===== src/rtl/tug_press_conditioner_pkg.sv =====
// ---------------------------------------------------------------------------
// tug_pkg: shared types and default parameters for the tug-of-war button
// front end (tug_press_conditioner).
//
// Contents:
//   press_state_t          debounce FSM state encoding
//   DEBOUNCE_DEFAULT       stable cycles to accept a press/release (1 ms @ 50 MHz)
//   REPEAT_DELAY_DEFAULT   cycles held before the first auto-repeat pulse
//   REPEAT_PERIOD_DEFAULT  cycles between subsequent auto-repeat pulses
// ---------------------------------------------------------------------------
package tug_pkg;

  typedef enum logic [1:0] {
    RELEASED    = 2'd0,
    PRESS_CHK   = 2'd1,
    PRESSED     = 2'd2,
    RELEASE_CHK = 2'd3
  } press_state_t;

  localparam int DEBOUNCE_DEFAULT      = 50000;
  localparam int REPEAT_DELAY_DEFAULT  = 25000000;
  localparam int REPEAT_PERIOD_DEFAULT = 5000000;

endpackage


===== src/rtl/tug_press_conditioner_if.sv =====
// ---------------------------------------------------------------------------
// tug_press_conditioner_if: signal bundle between a player's button/game
// logic and the press conditioner.
//
// Signals:
//   key_n   raw active-low button, asynchronous to clk (0 = pressed)
//   enable  1 = press pulses may be emitted, 0 = suppress
//   press   one-cycle pulse per accepted press (registered)
//   held    debounced "button is down" level (registered)
//   state   debounce FSM state, exported for observation
//
// Modports:
//   master  drives key_n/enable, observes press/held/state
//   slave   the conditioner itself
//
// There is no valid/ready handshake on this bundle: key_n and enable are
// plain levels sampled every clock, press is a single-cycle strobe with no
// back-pressure, and held/state are levels.
// ---------------------------------------------------------------------------
interface tug_press_conditioner_if;
  import tug_pkg::*;

  logic         key_n;
  logic         enable;
  logic         press;
  logic         held;
  press_state_t state;

  modport master (
    output key_n,
    output enable,
    input  press,
    input  held,
    input  state
  );

  modport slave (
    input  key_n,
    input  enable,
    output press,
    output held,
    output state
  );

endinterface


===== src/rtl/tug_press_conditioner_sync2.sv =====
// ---------------------------------------------------------------------------
// sync2: generic two-flop synchronizer for signals asynchronous to clk.
//
// Parameters:
//   WIDTH        number of independent bits synchronized
//   RESET_VALUE  value both flop stages take during reset
//
// Ports:
//   clk    system clock, rising edge
//   reset  asynchronous, active-low reset
//   d      asynchronous input
//   q      synchronized output (two clk edges of latency)
// ---------------------------------------------------------------------------
module sync2 #(
  parameter int               WIDTH       = 1,
  parameter logic [WIDTH-1:0] RESET_VALUE = '0
) (
  input  logic             clk,
  input  logic             reset,
  input  logic [WIDTH-1:0] d,
  output logic [WIDTH-1:0] q
);

  logic [WIDTH-1:0] meta;

  always_ff @(posedge clk or negedge reset) begin
    if (!reset) begin
      meta <= RESET_VALUE;
      q    <= RESET_VALUE;
    end else begin
      meta <= d;
      q    <= meta;
    end
  end

endmodule


===== src/rtl/tug_press_conditioner.sv =====
// ---------------------------------------------------------------------------
// tug_press_conditioner: turns one player's raw, bouncy, active-low push
// button into a clean one-cycle "press" pulse for the playfield.
//
// Pipeline: two-flop synchronizer (preset to released) -> debounce FSM
// (RELEASED / PRESS_CHK / PRESSED / RELEASE_CHK) -> enable gating.
//
// Optional feature, selected by the macro AUTO_REPEAT_EN: while the button
// stays in PRESSED, emit a repeat pulse after REPEAT_DELAY cycles and then
// every REPEAT_PERIOD cycles. Without the macro the REPEAT_* parameters are
// ignored and exactly one pulse is emitted per press.
//
// Parameters:
//   DEBOUNCE_CYCLES  stable cycles to accept a press or release (>= 1)
//   REPEAT_DELAY     cycles in PRESSED before the first repeat pulse
//   REPEAT_PERIOD    cycles between later repeat pulses
//
// Ports:
//   clk    system clock, rising edge
//   reset  asynchronous, active-low reset
//   io     tug_press_conditioner_if.slave (key_n, enable, press, held, state)
// ---------------------------------------------------------------------------
module tug_press_conditioner
  import tug_pkg::*;
#(
  parameter int DEBOUNCE_CYCLES = DEBOUNCE_DEFAULT,
  parameter int REPEAT_DELAY    = REPEAT_DELAY_DEFAULT,
  parameter int REPEAT_PERIOD   = REPEAT_PERIOD_DEFAULT
) (
  input  logic                    clk,
  input  logic                    reset,
  tug_press_conditioner_if.slave  io
);

  localparam int               CNT_W    = $clog2(DEBOUNCE_CYCLES + 1);
  localparam logic [CNT_W-1:0] CNT_LAST = CNT_W'(DEBOUNCE_CYCLES - 1);

  if (DEBOUNCE_CYCLES < 1) begin : g_bad_debounce
    $error("tug_press_conditioner: DEBOUNCE_CYCLES must be at least 1");
  end

`ifdef AUTO_REPEAT_EN
  localparam int RPT_MAX = (REPEAT_DELAY > REPEAT_PERIOD) ? REPEAT_DELAY : REPEAT_PERIOD;
  localparam int RPT_W   = $clog2(RPT_MAX + 1);
  localparam logic [RPT_W-1:0] RPT_DELAY_LAST  = RPT_W'(REPEAT_DELAY - 1);
  localparam logic [RPT_W-1:0] RPT_PERIOD_LAST = RPT_W'(REPEAT_PERIOD - 1);

  if (REPEAT_DELAY < 1 || REPEAT_PERIOD < 1) begin : g_bad_repeat
    $error("tug_press_conditioner: REPEAT_DELAY and REPEAT_PERIOD must be at least 1");
  end

  logic [RPT_W-1:0] rpt;
  // Set while waiting for the first (longer) repeat interval.
  logic             rpt_first;
`endif

  logic         key_sync;
  logic         key_s;
  press_state_t state;
  logic [CNT_W-1:0] cnt;
  logic         press_q;
  logic         held_q;

  // Preset to 1 so that reset looks like a released button; a button held
  // through reset is therefore qualified from scratch as a new press.
  sync2 #(
    .WIDTH       (1),
    .RESET_VALUE (1'b1)
  ) u_sync (
    .clk   (clk),
    .reset (reset),
    .d     (io.key_n),
    .q     (key_sync)
  );

  assign key_s = ~key_sync;

  always_ff @(posedge clk or negedge reset) begin
    if (!reset) begin
      state     <= RELEASED;
      cnt       <= '0;
      press_q   <= 1'b0;
      held_q    <= 1'b0;
`ifdef AUTO_REPEAT_EN
      rpt       <= '0;
      rpt_first <= 1'b1;
`endif
    end else begin
      // press is a strobe: low unless a pulse is issued this edge.
      press_q <= 1'b0;
      unique case (state)
        RELEASED: begin
          if (key_s) begin
            state <= PRESS_CHK;
            cnt   <= '0;
          end
        end
        PRESS_CHK: begin
          if (!key_s) begin
            state <= RELEASED;
            cnt   <= '0;
          end else if (cnt == CNT_LAST) begin
            state   <= PRESSED;
            cnt     <= '0;
            held_q  <= 1'b1;
            // enable only matters at this edge; a suppressed press is lost.
            press_q <= io.enable;
`ifdef AUTO_REPEAT_EN
            rpt       <= '0;
            rpt_first <= 1'b1;
`endif
          end else begin
            cnt <= cnt + 1'b1;
          end
        end
        PRESSED: begin
          if (!key_s) begin
            state <= RELEASE_CHK;
            cnt   <= '0;
`ifdef AUTO_REPEAT_EN
            rpt   <= '0;
`endif
          end
`ifdef AUTO_REPEAT_EN
          else if (rpt == (rpt_first ? RPT_DELAY_LAST : RPT_PERIOD_LAST)) begin
            press_q   <= io.enable;
            rpt       <= '0;
            rpt_first <= 1'b0;
          end else begin
            rpt <= rpt + 1'b1;
          end
`endif
        end
        RELEASE_CHK: begin
          if (key_s) begin
            // Bounce back to PRESSED: no pulse, and the full repeat delay
            // starts over.
            state <= PRESSED;
            cnt   <= '0;
`ifdef AUTO_REPEAT_EN
            rpt       <= '0;
            rpt_first <= 1'b1;
`endif
          end else if (cnt == CNT_LAST) begin
            state  <= RELEASED;
            cnt    <= '0;
            held_q <= 1'b0;
          end else begin
            cnt <= cnt + 1'b1;
          end
        end
        default: begin
          state <= RELEASED;
          cnt   <= '0;
        end
      endcase
    end
  end

  assign io.press = press_q;
  assign io.held  = held_q;
  assign io.state = state;

endmodule


===== src/flat_wrapper.sv =====
// flat-port wrapper written by rule: the top's interface ports become plain ports
module tug_press_conditioner_flat import tug_pkg::*;
#(
  parameter int DEBOUNCE_CYCLES = DEBOUNCE_DEFAULT,
  parameter int REPEAT_DELAY    = REPEAT_DELAY_DEFAULT,
  parameter int REPEAT_PERIOD   = REPEAT_PERIOD_DEFAULT
)
  (clk, reset, io_key_n, io_enable, io_press, io_held, io_state);
  tug_press_conditioner_if io_i ();
  input  logic clk;
  input  logic reset;
  input wire logic [$bits(io_i.key_n)-1:0] io_key_n;
  input wire logic [$bits(io_i.enable)-1:0] io_enable;
  output wire logic [$bits(io_i.press)-1:0] io_press;
  output wire logic [$bits(io_i.held)-1:0] io_held;
  output wire logic [$bits(io_i.state)-1:0] io_state;
  assign io_i.key_n = io_key_n;
  assign io_i.enable = io_enable;
  assign io_press = io_i.press;
  assign io_held = io_i.held;
  assign io_state = io_i.state;
  tug_press_conditioner #(.DEBOUNCE_CYCLES(DEBOUNCE_CYCLES), .REPEAT_DELAY(REPEAT_DELAY), .REPEAT_PERIOD(REPEAT_PERIOD)) u_core (.clk(clk), .reset(reset), .io(io_i));
endmodule

===== config.mk =====
export PLATFORM = sky130hd
export DESIGN_NAME = tug_press_conditioner_flat
export DESIGN_NICKNAME = d
export VERILOG_FILES = /design/src/rtl/tug_press_conditioner_pkg.sv /design/src/rtl/tug_press_conditioner_if.sv /design/src/rtl/tug_press_conditioner_sync2.sv /design/src/rtl/tug_press_conditioner.sv /design/src/flat_wrapper.sv
export SDC_FILE = /design/constraint.sdc
export NUM_CORES = 1
export LEC_CHECK = 0
export BUFFER_PORTS_ARGS = -buffer_cell sky130_fd_sc_hd__buf_2
export CORE_MARGIN = 5
export CORE_UTILIZATION = 58
export DETAILED_ROUTE_END_ITERATION = 16
export GPL_ROUTABILITY_DRIVEN = 0
export HOLD_SLACK_MARGIN = 0.05
export PLACE_DENSITY = 0.77
export SYNTH_ARGS = -nofsm -noshare
export SYNTH_HDL_FRONTEND = slang
export SYNTH_SLANG_ARGS = --single-unit

===== constraint.sdc =====
create_clock -name clk -period 4.9 [get_ports clk]
set_input_delay 0 -clock clk [delete_from_list [all_inputs] [get_ports clk]]
set_output_delay 0 -clock clk [all_outputs]
set_load 0.02 [all_outputs]

# After elaboration in Yosys (flattened, before gate mapping)
# Index checks and enable logic that the tools add are counted.
[classes] n_eq_ne=12 n_addsub=1 n_mux=21 reduce_logical=5
[ops] op="16-bit two-way mux" n=5
[ops] op="16-bit one-hot mux with 4 select lines" n=1
[ops] op="16-bit by 1-bit adder with 16-bit output, second input constant" n=1
[ops] op="16-bit equality test, second input constant" n=1
[ops] op="2-bit two-way mux" n=6
[ops] op="2-bit != test, second input constant" n=4
[ops] op="2-bit one-hot mux with 4 select lines" n=1
[ops] op="1-bit two-way mux" n=7
[ops] op="3-bit by 2-bit != test with 1-bit output, second input constant" n=2
[ops] op="5-bit AND reduction" n=1
[ops] op="2-bit equality test, second input constant" n=2
[ops] op="2-bit by 1-bit != test with 1-bit output, second input constant" n=2
[ops] op="4-bit AND reduction" n=1
[ops] op="2-bit by 1-bit equality test with 1-bit output, second input constant" n=1
[ops] op="2-bit zero test" n=1
[ops] op="1-bit one-hot mux with 2 select lines" n=1
[ops] op="2-bit AND reduction" n=1
[ops] op="2-bit nonzero test" n=1
[word_totals] out_inout_bits=4 regBits=22

# Longest topological paths before layout
[logic_depth] ltp_word=4 depth_mapped=6 depth_no_buf=5

# Hierarchy
# From an unflattened synthesis, not the netlist that was laid out.
[hier_totals] hier_cells=108 hier_area_um2=1148.6
[modules_own_cells] module="tug_press_conditioner" seq_area_each_um2=500.5 cells_per_inst=106 n_inst=1 area_each_um2=1096.1
[modules_own_cells] module="sync2" seq_area_each_um2=52.6 cells_per_inst=2 n_inst=1 area_each_um2=52.6

# Least setup slack after synthesis
# No wires, ideal clock.
[synth_path] path_kind="register to register" startpoint="register u_core.cnt[0]" endpoint="register u_core.cnt[8]" setup_slack_ps=3162 path_buffers=1 period_less_slack_ps=1738 t_arrival_ps=1662 stages_incl_launch_ff=7 path_cell_list="dfrtp_1 > ha_1 > and4b_1 > and4_1 > buf_2 > or4_1 > o21ai_1"
[synth_between] elab_chain_len=4 elab_cells_between_ends=6 classes_between="add/sub (1); eq/ne (1); mux (4)"
[synth_lines] item="start, declared" line="tug_press_conditioner.sv:60" text="logic [CNT_W-1:0] cnt;"
[synth_lines] item="start signal, assigned" line="tug_press_conditioner.sv:113" text="cnt <= cnt + 1'b1;"
[synth_lines] item="start signal, assigned" line="tug_press_conditioner.sv:149" text="cnt <= cnt + 1'b1;"
[synth_lines] item="16-bit by 1-bit adder with 16-bit output or 16-bit equality test (tied branches)"
[synth_lines] item="16-bit two-way mux *" line="tug_press_conditioner.sv:102, tug_press_conditioner.sv:144"
[synth_lines] item="16-bit two-way mux (on tied branches)" line="tug_press_conditioner.sv:135, tug_press_conditioner.sv:99"
[synth_lines] item="16-bit one-hot mux with 4 select lines *" line="tug_press_conditioner.sv:91" text="unique case (state)"
# Every way passes the cells marked *; elsewhere a longest branch is shown, timed or not.
# A chain may end at the register's enable or synchronous reset.

# Worst setup path after layout
[layout_path] startpoint="register u_core.cnt[1]" endpoint="register u_core.cnt[11]"
# The elaborated chain is that of the path after synthesis.

==> qor.yml <==
status:
  status: "finished, final reports clean"
grt:
  grt_max_degree: 23
  antenna_found_initial: 0
  met2_usage_pct: 29.3
  met3_usage_pct: 3.00
  grt_pass1_vias: 913
  grt_first_pass_wirelength_um: 3910
  grt-ovfl-total: 0
  grt_usage_pct: 18.0
  grt.busiest_layer: "met2"
  grtUsageMet1_pct: 22.9
sta:
  drv_slew: 0
  setup_viol: 0
  rsz0062_at_grt: "no"
  fin_crit_sh_pct: 39.3
  max_freq_ghz: 0.519
  final_hold_viol_count: 0
  tightest_slew_ps: 510
  skew_ps: 4.59
  relSlewSlack_pct: 66.0
  setup_tns_ps: 0
  finalCriticalPeriod_ps: 1930
power_and_ir_drop:
  comb_power_share_pct: 6.9
  power-per-cell-area_nw_per_um2: 231
  p_int_uw: 224
  seqPwrFrac_pct: 64.7
  p_sw_uw: 66.6
  ir_drop_mv: 0.168
  swShare_pct: 22.9
  pwr-share-clk_pct: 28.3
  p_leak_nw: 0.514
synthesis:
  synthesis.area_um2: 1160
  ys.flop_type: "dfrtp_1"
  async_reset_ff_share_pct: 100
  ys_ff_latch: 22
  synth_edf_count: 0
  seq_area_frac_synth_pct: 47.7
  yosysWarnings: 0
  synthCells: 115
  synth_area_per_cell_um2: 10.1
  yosysUniqueCellTypes: 39
  syn_nets: 120
routing:
  vias_per_cell: 6.40
  post_drt_wl_per_cell_um: 15.2
  drt_iter0_drc: 34
  ant_nets: 0
  vias: 973
  drt-total-wl_um: 2320
  drt_first_pass_iters: 4
  drcViolationCount: 0
clocking:
  clock_sinks: 22
  cts_setup_buffers: 0
  clkLatencyLatePin_ps: 300
  hold_buffers: 3
  htree_levels: 1
  post_cts_resized: 0
  cts_buffers: 3
  clockBufferDepth: 2
  path_clk_slew_ps: 110
  cts_tree: "done"
  root_buffer: "clkbuf_4"
worst_setup_path:
  reg2regPathDepth: 5
  rrSetupSlack_ps: 2970
  worst_ep_required_time_ps: 5070
  end_kind: "register"
  crit_path_frequent_cell: "a21oi_1"
  crit_arrival_ps: 2100
  r2r-start: "u_core.cnt[1]$_DFFE_PN0P_"
  path_class: "register to register"
  slowest_stage: "a21oi_1"
  critPathMaxStageDelay_ps: 510
  critPathLaunchType: "register"
  cp_cell_sequence: "ha_1 > and4b_1 > nand4_1 > a21oi_1 > a21oi_1"
  cp_max_fo: 9
  r2r-end: "u_core.cnt[11]$_DFFE_PN0P_"
layout:
  layout-drive-gt1-share_pct: 14.4
  syn2layout_area_growth_pct: 8.75
  regArea_um2: 553
  fin_nets: 131
  fill_cells: 171
  n_antenna_cell: 0
  post-route-util_pct: 64.9
  multi_input_area_um2: 559
placement:
  hpwl_um: 1650
  io_buffers: 7
flow_run:
  drv_cap: 0
floorplanning:
  dieArea_um2: 2990
  die_h_um: 54.7
  io_pins: 8
  coreArea_um2: 1940
  initial_core_util_pct: 59.7
  dieWidth_um: 54.7
  rows: 16
min_path:
  worstHoldPathType: "input pin to asynchronous set/reset pin"
[per-stage QoR]
step	hold WS, ps	setup slack (ps)	instances	power, mW	area, um2
after CTS	175	2940	152	0.295	1260
after global placement	-18.7	3080	145	0.209	1200
final	177	2970	152	0.291	1260
after floorplan	-296	3160	115	0.202	1160
after global routing	212	2780	152	0.306	1260
after detailed placement	-19.8	2990	145	0.210	1200
[layout by cell type, fill, tap and decap left out, types with 2 or more instances in the layout]
cell type      netlist  layout
nor3b_1              2       2
o31ai_1              6       6
nor2_1               3       3
a22o_1               3       3
clkbuf_4             0       3
or3_1                2       2
a21oi_1              7       7
dfstp_2              2       2
dlygate4sd3_1        0       3
or2_2                2       2
nor3_1               3       3
buf_2                1       7
o21ai_1              4       4
dfrtp_1             20      20
a31oi_1              6       6
and2_1               2       2
nand3_1              5       5
nand4_1              4       4
inv_1                6       6
nand2_1              4       4
and3_1               2       2
o21ai_0              4       4
or4_1                8       8
[power by group through the flow]
| stage | Clock (mW) | Sequential (mW) | Combinational [mW] |
|---|---|---|---|
| final | 0.0825 | 0.188 | 0.0202 |
| after global routing | 0.0942 | 0.189 | 0.0226 |
| after CTS | 0.0861 | 0.188 | 0.0204 |
| after detailed placement | 0 | 0.192 | 0.0184 |
| after global placement | 0 | 0.191 | 0.0180 |
| after floorplan | 0 | 0.192 | 0.0104 |
[registers in the layout, indices dropped and copies added (netlist names), named ones only]
| signal | count |
|---|---|
| u_core.u_sync.q | 1 |
| u_core.cnt | 16 |
| u_core.io.press | 1 |
| u_core.u_sync.meta | 1 |
| u_core.io.held | 1 |
| u_core.io.state | 1 |
[worst max path at each step]
stage,start,to,slack (ps)
after CTS,u_core.cnt[0]$_DFFE_PN0P_,u_core.cnt[11]$_DFFE_PN0P_,2940
after detailed placement,u_core.cnt[0]$_DFFE_PN0P_,u_core.cnt[11]$_DFFE_PN0P_,2990
final,u_core.cnt[1]$_DFFE_PN0P_,u_core.cnt[11]$_DFFE_PN0P_,2970
after floorplan,u_core.cnt[0]$_DFFE_PN0P_,u_core.cnt[8]$_DFFE_PN0P_,3160
after global routing,u_core.cnt[1]$_DFFE_PN0P_,u_core.cnt[11]$_DFFE_PN0P_,2780
after global placement,u_core.cnt[0]$_DFFE_PN0P_,u_core.cnt[15]$_DFFE_PN0P_,3080
[cell families after synthesis]
kind of cell | share of synthesized area (%)
and+or+nand+nor | 24.6
xor gates and xnor gates | 1.40
adders and majority gates | 1.08
DFF | 47.7
AOI/OAI and AO/OA | 20.2
buffers and inverters | 4.00
muxes | 0.972
[Yosys cell counts, types with 3 or more instances]
cell	n	share of area, %
dfrtp_1	20	43
or4_1	8	5.2
a21oi_1	7	3.0
a31oi_1	6	3.2
inv_1	6	1.9
o31ai_1	6	3.9
nand3_1	5	2.2
nand2_1	4	1.3
nand4_1	4	2.2
o21ai_0	4	1.7
o21ai_1	4	1.7
a22o_1	3	2.3
nor2_1	3	0.97
nor3_1	3	1.3
[critical path: cells and delay by family (launching register included)]
kind            cells  cell delay (ps)
simple gates        2              570
compound gates      2              600
flops               1              420
fa+ha+maj           1              210
[routing by layer]
layer	up-vias	wire length [um]
met2	28	1070
met5	-	0
met1	465	1080
met3	7	111
met4	0	53
li1	473	-
[layout make-up]
class                      count  area share [%]
multi-input combinational     83            44.4
sequential                    22            43.9
timing repair buffer          10            5.16
tap                           27            2.68
clock buffer                   4            2.09
inverter                       6            1.79
(Power assumes the default switching activity.)
